<file path="src/rtl/asic_oa_pipe.sv">
// rtl/asic_oa_pipe.sv - two-stage pipelined masked OR-AND / AND-OR reduction with valid/ready handshake
//
// Ports:
//   clk        rising-edge clock
//   reset      asynchronous active-high reset
//   in_valid   input word valid
//   in_ready   block accepts the input word this cycle
//   in_data    operand bits, group g at [g*WIDTH +: WIDTH]
//   in_mask    1 = bit participates, 0 = bit ignored
//   out_valid  result valid
//   out_ready  downstream accepts the result
//   out_z      combined result of all groups
//   out_group  per-group reduction results belonging to out_z
module asic_oa_pipe #(
   parameter int    GROUPS = 3,
   parameter int    WIDTH  = 2,
   parameter string MODE   = "OA",
   parameter string PROP   = "DEFAULT"
) (
   input  logic                    clk,
   input  logic                    reset,
   input  logic                    in_valid,
   output logic                    in_ready,
   input  logic [GROUPS*WIDTH-1:0] in_data,
   input  logic [GROUPS*WIDTH-1:0] in_mask,
   output logic                    out_valid,
   input  logic                    out_ready,
   output logic                    out_z,
   output logic [GROUPS-1:0]       out_group
);

   localparam bit IsAo = (MODE == "AO");

   if (MODE != "OA" && MODE != "AO") begin : g_bad_mode
      $error("asic_oa_pipe: MODE must be OA or AO");
   end
   if (GROUPS < 1 || WIDTH < 1) begin : g_bad_size
      $error("asic_oa_pipe: GROUPS and WIDTH must be at least 1");
   end
   if (PROP == "") begin : g_bad_prop
      $error("asic_oa_pipe: PROP must not be empty");
   end

   logic              s1_valid_q, s1_valid_d;
   logic [GROUPS-1:0] grp_q, grp_d, grp_new;
   logic              out_valid_q, out_valid_d;
   logic              out_z_q, out_z_d;
   logic [GROUPS-1:0] out_group_q, out_group_d;

   logic ready2, ready1, in_xfer, adv2;

   // A stage can take new data when it is empty or its content leaves this cycle.
   assign ready2   = !out_valid_q || out_ready;
   assign ready1   = !s1_valid_q || ready2;
   assign in_xfer  = in_valid && ready1;
   assign adv2     = s1_valid_q && ready2;
   assign in_ready = ready1;

   // Per-group reduction of the incoming word. A fully masked group yields the
   // neutral element of the final combine (1 for AND, 0 for OR).
   always_comb begin
      logic [WIDTH-1:0] gd;
      logic [WIDTH-1:0] gm;
      grp_new = '0;
      gd      = '0;
      gm      = '0;
      for (int g = 0; g < GROUPS; g++) begin
         gd = in_data[g*WIDTH +: WIDTH];
         gm = in_mask[g*WIDTH +: WIDTH];
         if (IsAo) begin
            grp_new[g] = (|gm) && (&(gd | ~gm));
         end else begin
            grp_new[g] = (~|gm) || (|(gd & gm));
         end
      end
   end

   always_comb begin
      s1_valid_d  = s1_valid_q;
      grp_d       = grp_q;
      out_valid_d = out_valid_q;
      out_z_d     = out_z_q;
      out_group_d = out_group_q;

      if (in_xfer) begin
         s1_valid_d = 1'b1;
         grp_d      = grp_new;
      end else if (adv2) begin
         s1_valid_d = 1'b0;
      end

      if (adv2) begin
         out_valid_d = 1'b1;
         out_group_d = grp_q;
         out_z_d     = IsAo ? (|grp_q) : (&grp_q);
      end else if (out_ready) begin
         out_valid_d = 1'b0;
      end
   end

   always_ff @(posedge clk or posedge reset) begin
      if (reset) begin
         s1_valid_q  <= 1'b0;
         grp_q       <= '0;
         out_valid_q <= 1'b0;
         out_z_q     <= 1'b0;
         out_group_q <= '0;
      end else begin
         s1_valid_q  <= s1_valid_d;
         grp_q       <= grp_d;
         out_valid_q <= out_valid_d;
         out_z_q     <= out_z_d;
         out_group_q <= out_group_d;
      end
   end

   assign out_valid = out_valid_q;
   assign out_z     = out_z_q;
   assign out_group = out_group_q;

endmodule
</file>
<file path="config.mk">
export PLATFORM = sky130hd
export DESIGN_NAME = asic_oa_pipe
export DESIGN_NICKNAME = d
export VERILOG_FILES = /design/src/rtl/asic_oa_pipe.sv
export SDC_FILE = /design/constraint.sdc
export NUM_CORES = 1
export LEC_CHECK = 0
export CAP_MARGIN = 20
export CORE_MARGIN = 2
export CORE_UTILIZATION = 33
export CTS_CLUSTER_DIAMETER = 50
export DETAILED_ROUTE_END_ITERATION = 10
export GPL_TIMING_DRIVEN = 0
export PLACE_DENSITY_LB_ADDON = 0.25
export SETUP_SLACK_MARGIN = 0.5
export SLEW_MARGIN = 30
export SYNTH_ARGS = -nofsm -noshare
export SYNTH_HDL_FRONTEND = slang
export SYNTH_SLANG_ARGS = --single-unit
</file>
<file path="constraint.sdc">
create_clock -name clk -period 1.1 [get_ports clk]
set_clock_uncertainty 0.1 [all_clocks]
set_input_delay 0.165 -clock clk [delete_from_list [all_inputs] [get_ports clk]]
set_output_delay 0.165 -clock clk [all_outputs]
set_load 0.005 [all_outputs]
</file>
# Word level (Yosys, flattened, before mapping)

Cells that the tools add are included.

Bitwise gates (word level): 3
Multipliers: 0
Shift-type cells: 0
$lt $le $gt $ge: 0
Reductions and logical operators: 21
Muxes and demuxes: 4
Add/subtract/negate cells: 0
Equality and inequality tests: 0
Div/mod/pow operators: 0

Operator list:

| kind                | number |
|---|---|
| OR reduction 2 bit  | 6 |
| bitwise AND 2 bit   | 3 |
| logical NOT 1 bit   | 5 |
| logical OR 1 bit    | 5 |
| two-way mux 1 bit   | 4 |
| nonzero test 2 bit  | 2 |
| AND reduction 3 bit | 1 |
| logical AND 1 bit   | 2 |

Register bits: 9
Bits in latches: 0
Bits in read-only memories: 0
Input port bits: 16
Bits in writable memories: 0
Output and inout port bits: 6
Memories kept: 0

# Longest topological paths before layout

Gate-level depths: netlist of run 1.

Word-level depth: 5
Gate-level depth with buffers: 3
Mapped depth without buffers: 3

# Worst setup path after synthesis of run 1

No wires, ideal clock.

Kind: register -> register
Start: reg out_valid_q (netlist: out_valid)
End: reg grp_q[0]
Required time: 0.875 ns
Buffers on the path: 0
Arrival: 0.920 ns
Setup slack: -0.044 ns
Clock period less this slack: 1.144 ns
Stages on the path, launching flop included: 4
Cell sequence: dfrtp_1 > nand3b_4 > nand2_4 > mux2_2

Cells in the longest elaborated chain, start to end: 4

RTL lines:

| item                   | line | source |
|---|---|---|
| from (decl)            | 46   | `logic out_valid_q, out_valid_d;` |
| from (signal assigned) | 111  | `out_valid_q <= out_valid_d;` |
| logical NOT 1 bit      | 53   | `assign ready2 = !out_valid_q \|\| out_ready;` |
| logical OR 1 bit       | 53   |  |
| logical OR 1 bit       | 54   | `assign ready1 = !s1_valid_q \|\| ready2;` |
| via in_ready           | 23   | `output logic in_ready,` |
| logical AND 1 bit      | 55   | `assign in_xfer = in_valid && ready1;` |
| to (signal assigned)   | 110  | `grp_q <= grp_d;` |
| to (decl)              | 45   | `logic [GROUPS-1:0] grp_q, grp_d, grp_new;` |

The timed path passes the listed nets, and every way through them passes these cells.
A chain may end at the register's enable or synchronous reset.

# Worst setup path in the final report of run 1

Start: reg out_valid_q (netlist: out_valid)
End: reg out_group_q[2] (netlist: out_group[2])

Cells in the longest elaborated chain, start to end: 3

RTL lines:

| item                 | line | source |
|---|---|---|
| logical NOT 1 bit    | 53   |  |
| logical OR 1 bit     | 53   |  |
| logical AND 1 bit    | 56   | `assign adv2 = s1_valid_q && ready2;` |
| to (signal assigned) | 113  | `out_group_q <= out_group_d;` |
| to (decl)            | 48   | `logic [GROUPS-1:0] out_group_q, out_group_d;` |

Every way passes these cells.

==> results of run 1 <==
-- layout by cell type, fill, tap and decap left out, drive strengths merged --
master / n
nand3b: 1
and3: 1
clkdlybuf4s50: 15
or2b: 2
o21ai: 3
clkinvlp: 1
nand2: 2
a22oi: 3
dfrtp: 9
buf: 14
clkbuf: 4
mux2: 7
nand2b: 1
-- worst max-delay path, cell delays in order (launching register included) --
cell and delay (ps):
dfrtp_2 410, buf_6 120, buf_6 100, nand2b_4 70, nand2_4 70, mux2_4 300
-- final cells by class --
type / instances / area (sq um) / share of cell area (%)
Timing Repair Buffer: 29 / 254 / 33.7
Sequential cell: 9 / 228 / 30.2
Multi-Input combinational cell: 20 / 221 / 29.4
Clock buffer: 4 / 26.3 / 3.48
Tap cell: 14 / 17.5 / 2.32
Inverter: 1 / 7.51 / 0.995
-- through the flow --
step	worst slack, ps	area, sq um	cells	util [%]
floorplan	-24.3	452	30	-
global placement	-455	679	65	58.8
detailed placement	-454	679	65	58.8
CTS	-187	737	76	63.7
global route	-215	754	77	65.3
finish	-176	754	77	65.3
-- routing by layer --
metal | GRT usage (%) | routed length, um | share of wire, % | vias to the layer above
li1 | - | - | - | 176
met1 | 14.5 | 301 | 35 | 152
met2 | 25.0 | 455 | 53 | 19
met3 | 3.33 | 78 | 9.1 | 2
met4 | 10.3 | 19 | 2.2 | 0
met5 | 0 | 0 | 0 | -
-- Yosys cell counts --
library cell,n,area (sq um)
a22oi_1,3,22.5
and3_1,1,6.26
dfrtp_1,9,225
inv_1,1,3.75
mux2_2,3,33.8
mux2_4,4,60.1
nand2_2,1,6.26
nand2_4,1,11.3
nand2b_2,1,8.76
nand3b_4,1,20.0
o21ai_0,3,15.0
or2b_1,1,7.51
or2b_2,1,8.76
-- worst max-delay path by stage --
stage	start	to	slack, ps
floorplan	s1_valid_q$_DFFE_PP0P_	grp_q[0]$_DFFE_PP0P_	-20
global placement	out_ready	in_ready	-460
detailed placement	out_ready	in_ready	-450
CTS	out_valid$_DFFE_PP0P_	out_group[0]$_DFFE_PP0P_	-190
global route	out_valid$_DFFE_PP0P_	out_group[2]$_DFFE_PP0P_	-220
finish	out_valid$_DFFE_PP0P_	out_group[2]$_DFFE_PP0P_	-180
-- state kept, by name, indices dropped and copies added (netlist names) --
register	cells
grp_q	3
out_valid	1
out_z	1
s1_valid_q	1
out_group	3
-- cell families (layout without fill, tap and decap cells) --
family | Yosys count | in the layout | synth area share, %
multiplexers | 7 | 7 | 21.9
AO/OA/AOI/OAI | 6 | 6 | 8.74
AND/OR/NAND/NOR | 7 | 7 | 16.0
buffers and inverters | 1 | 34 | 0.874
flip-flops | 9 | 9 | 52.5
-- power by group through the flow --
stage	clock, uW	combinational (uW)	sequential [uW]
floorplan	0	148	449
global placement	0	309	449
detailed placement	0	317	456
CTS	250	345	440
global route	269	393	446
finish	237	362	438
-- timing repair --
item                       4_1_cts  5_1_grt
setup endpoints to repair       15       17
pin swaps                        1        0
gates resized for setup         26        2
setup buffers                    7        1
==> summary.txt, run 1 <==
Status - finished, violations left
Violated checks - negative setup slack
Port Buffers - 21
RSZ-0062 raised after global routing - yes
Max Fclk - 0.783 GHz
Reg2Reg Setup Slack - -180 ps
WHS - 84.2 ps
Post-DR vias/cell - 4.53
Clock Path Buffers - 2
Setup violators final - 10
Die area - 1600 sq um
Critical Path End Type - flip-flop
Synthesized area - 429 sq um
Max rail drop VDD - 625 uV
GR Overflow Total - 0
Logic pwr share - 34.9%
Die W - 40.1 um
Starting Density - 37.1%
First-pass iteration count of the detailed router - 2
Antenna Nets Post-Route - 0
Slew Limit Fails - 0
Yosys cell types - 13
Per-cell routed wire length - 11.1 um
# hold bufs at CTS - 0
Clock Tree Root - clkbuf_4
Worst endpoint data arrival time - 1300 ps
Sequential share of the synthesized area - 52.5%
Post-layout min period - 1280 ps
Sw Pwr - 241 uW
Final weighted congestion in routability-driven placement - 0.638
Inserted Diodes - 0
Crit Path Max Fanout - 4
IO Pins - 22
# rows - 12
Synth Warn # - 0
GRT Total Usage - 14.2%
Share of layout cells above drive strength 1 - 50.8%
Number of CTS-inserted buffers - 3
Crit path required time - 1130 ps
Clock slew at reported path FFs - 60 ps
Setup Crit Path Kind - reg -> reg
Worst-Margin Slew - 192 ps
Initial antenna violation count - 0
Max Cap Viol - 0
Hold WC Path Type - in -> async
Pwr dens - 1380 nW/um^2
H-tree levels - 1
Syn Area/Cell - 14.3 sq um
FF+latch count, synth - 9
Setup crit start kind - flip-flop
Final period util - 116%
Leak - 0.000359 uW
Residual DRC - 0
Clock power share - 22.9%
Final Power - 1040 uW
DRT iter0 DRCs - 2
Post-Synthesis Cells - 30
Worst r2r dst - out_group[2]$_DFFE_PP0P_
Area Overhead vs Synth - 75.8%
Largest net degree at the start of global routing - 10
R2R cell count - 5
Slew headroom - 87.2%
Clk sinks - 9
Setup TNS - -1300 ps
First-pass GRT wire length - 1410 um
Flop pwr share - 42.2%
R2r startpoint - out_valid$_DFFE_PP0P_
Final #Nets - 80
Worst setup margin - -176 ps
TritonCTS clock tree - done
Number of global-route vias before repair - 377
Fillers - 96
Internal - 797 uW
Clock insertion delay at the later pin of the skew report - 250 ps
Syn_nets - 46
Final wirelength - 855 um
Switching Fraction - 23.2%
Final Hold Viols - 0
Routed vias - 349
Die height - 40.1 um
Core ar. - 1160 sq um
Note: power is estimated with default switching activity, not from simulation.
==> inputs of run 2 (changes only) <==
CAP_MARGIN = not set   (was 20)
==> results of run 2 <==
Final layout, timing and power as in run 1 (identical DEF).
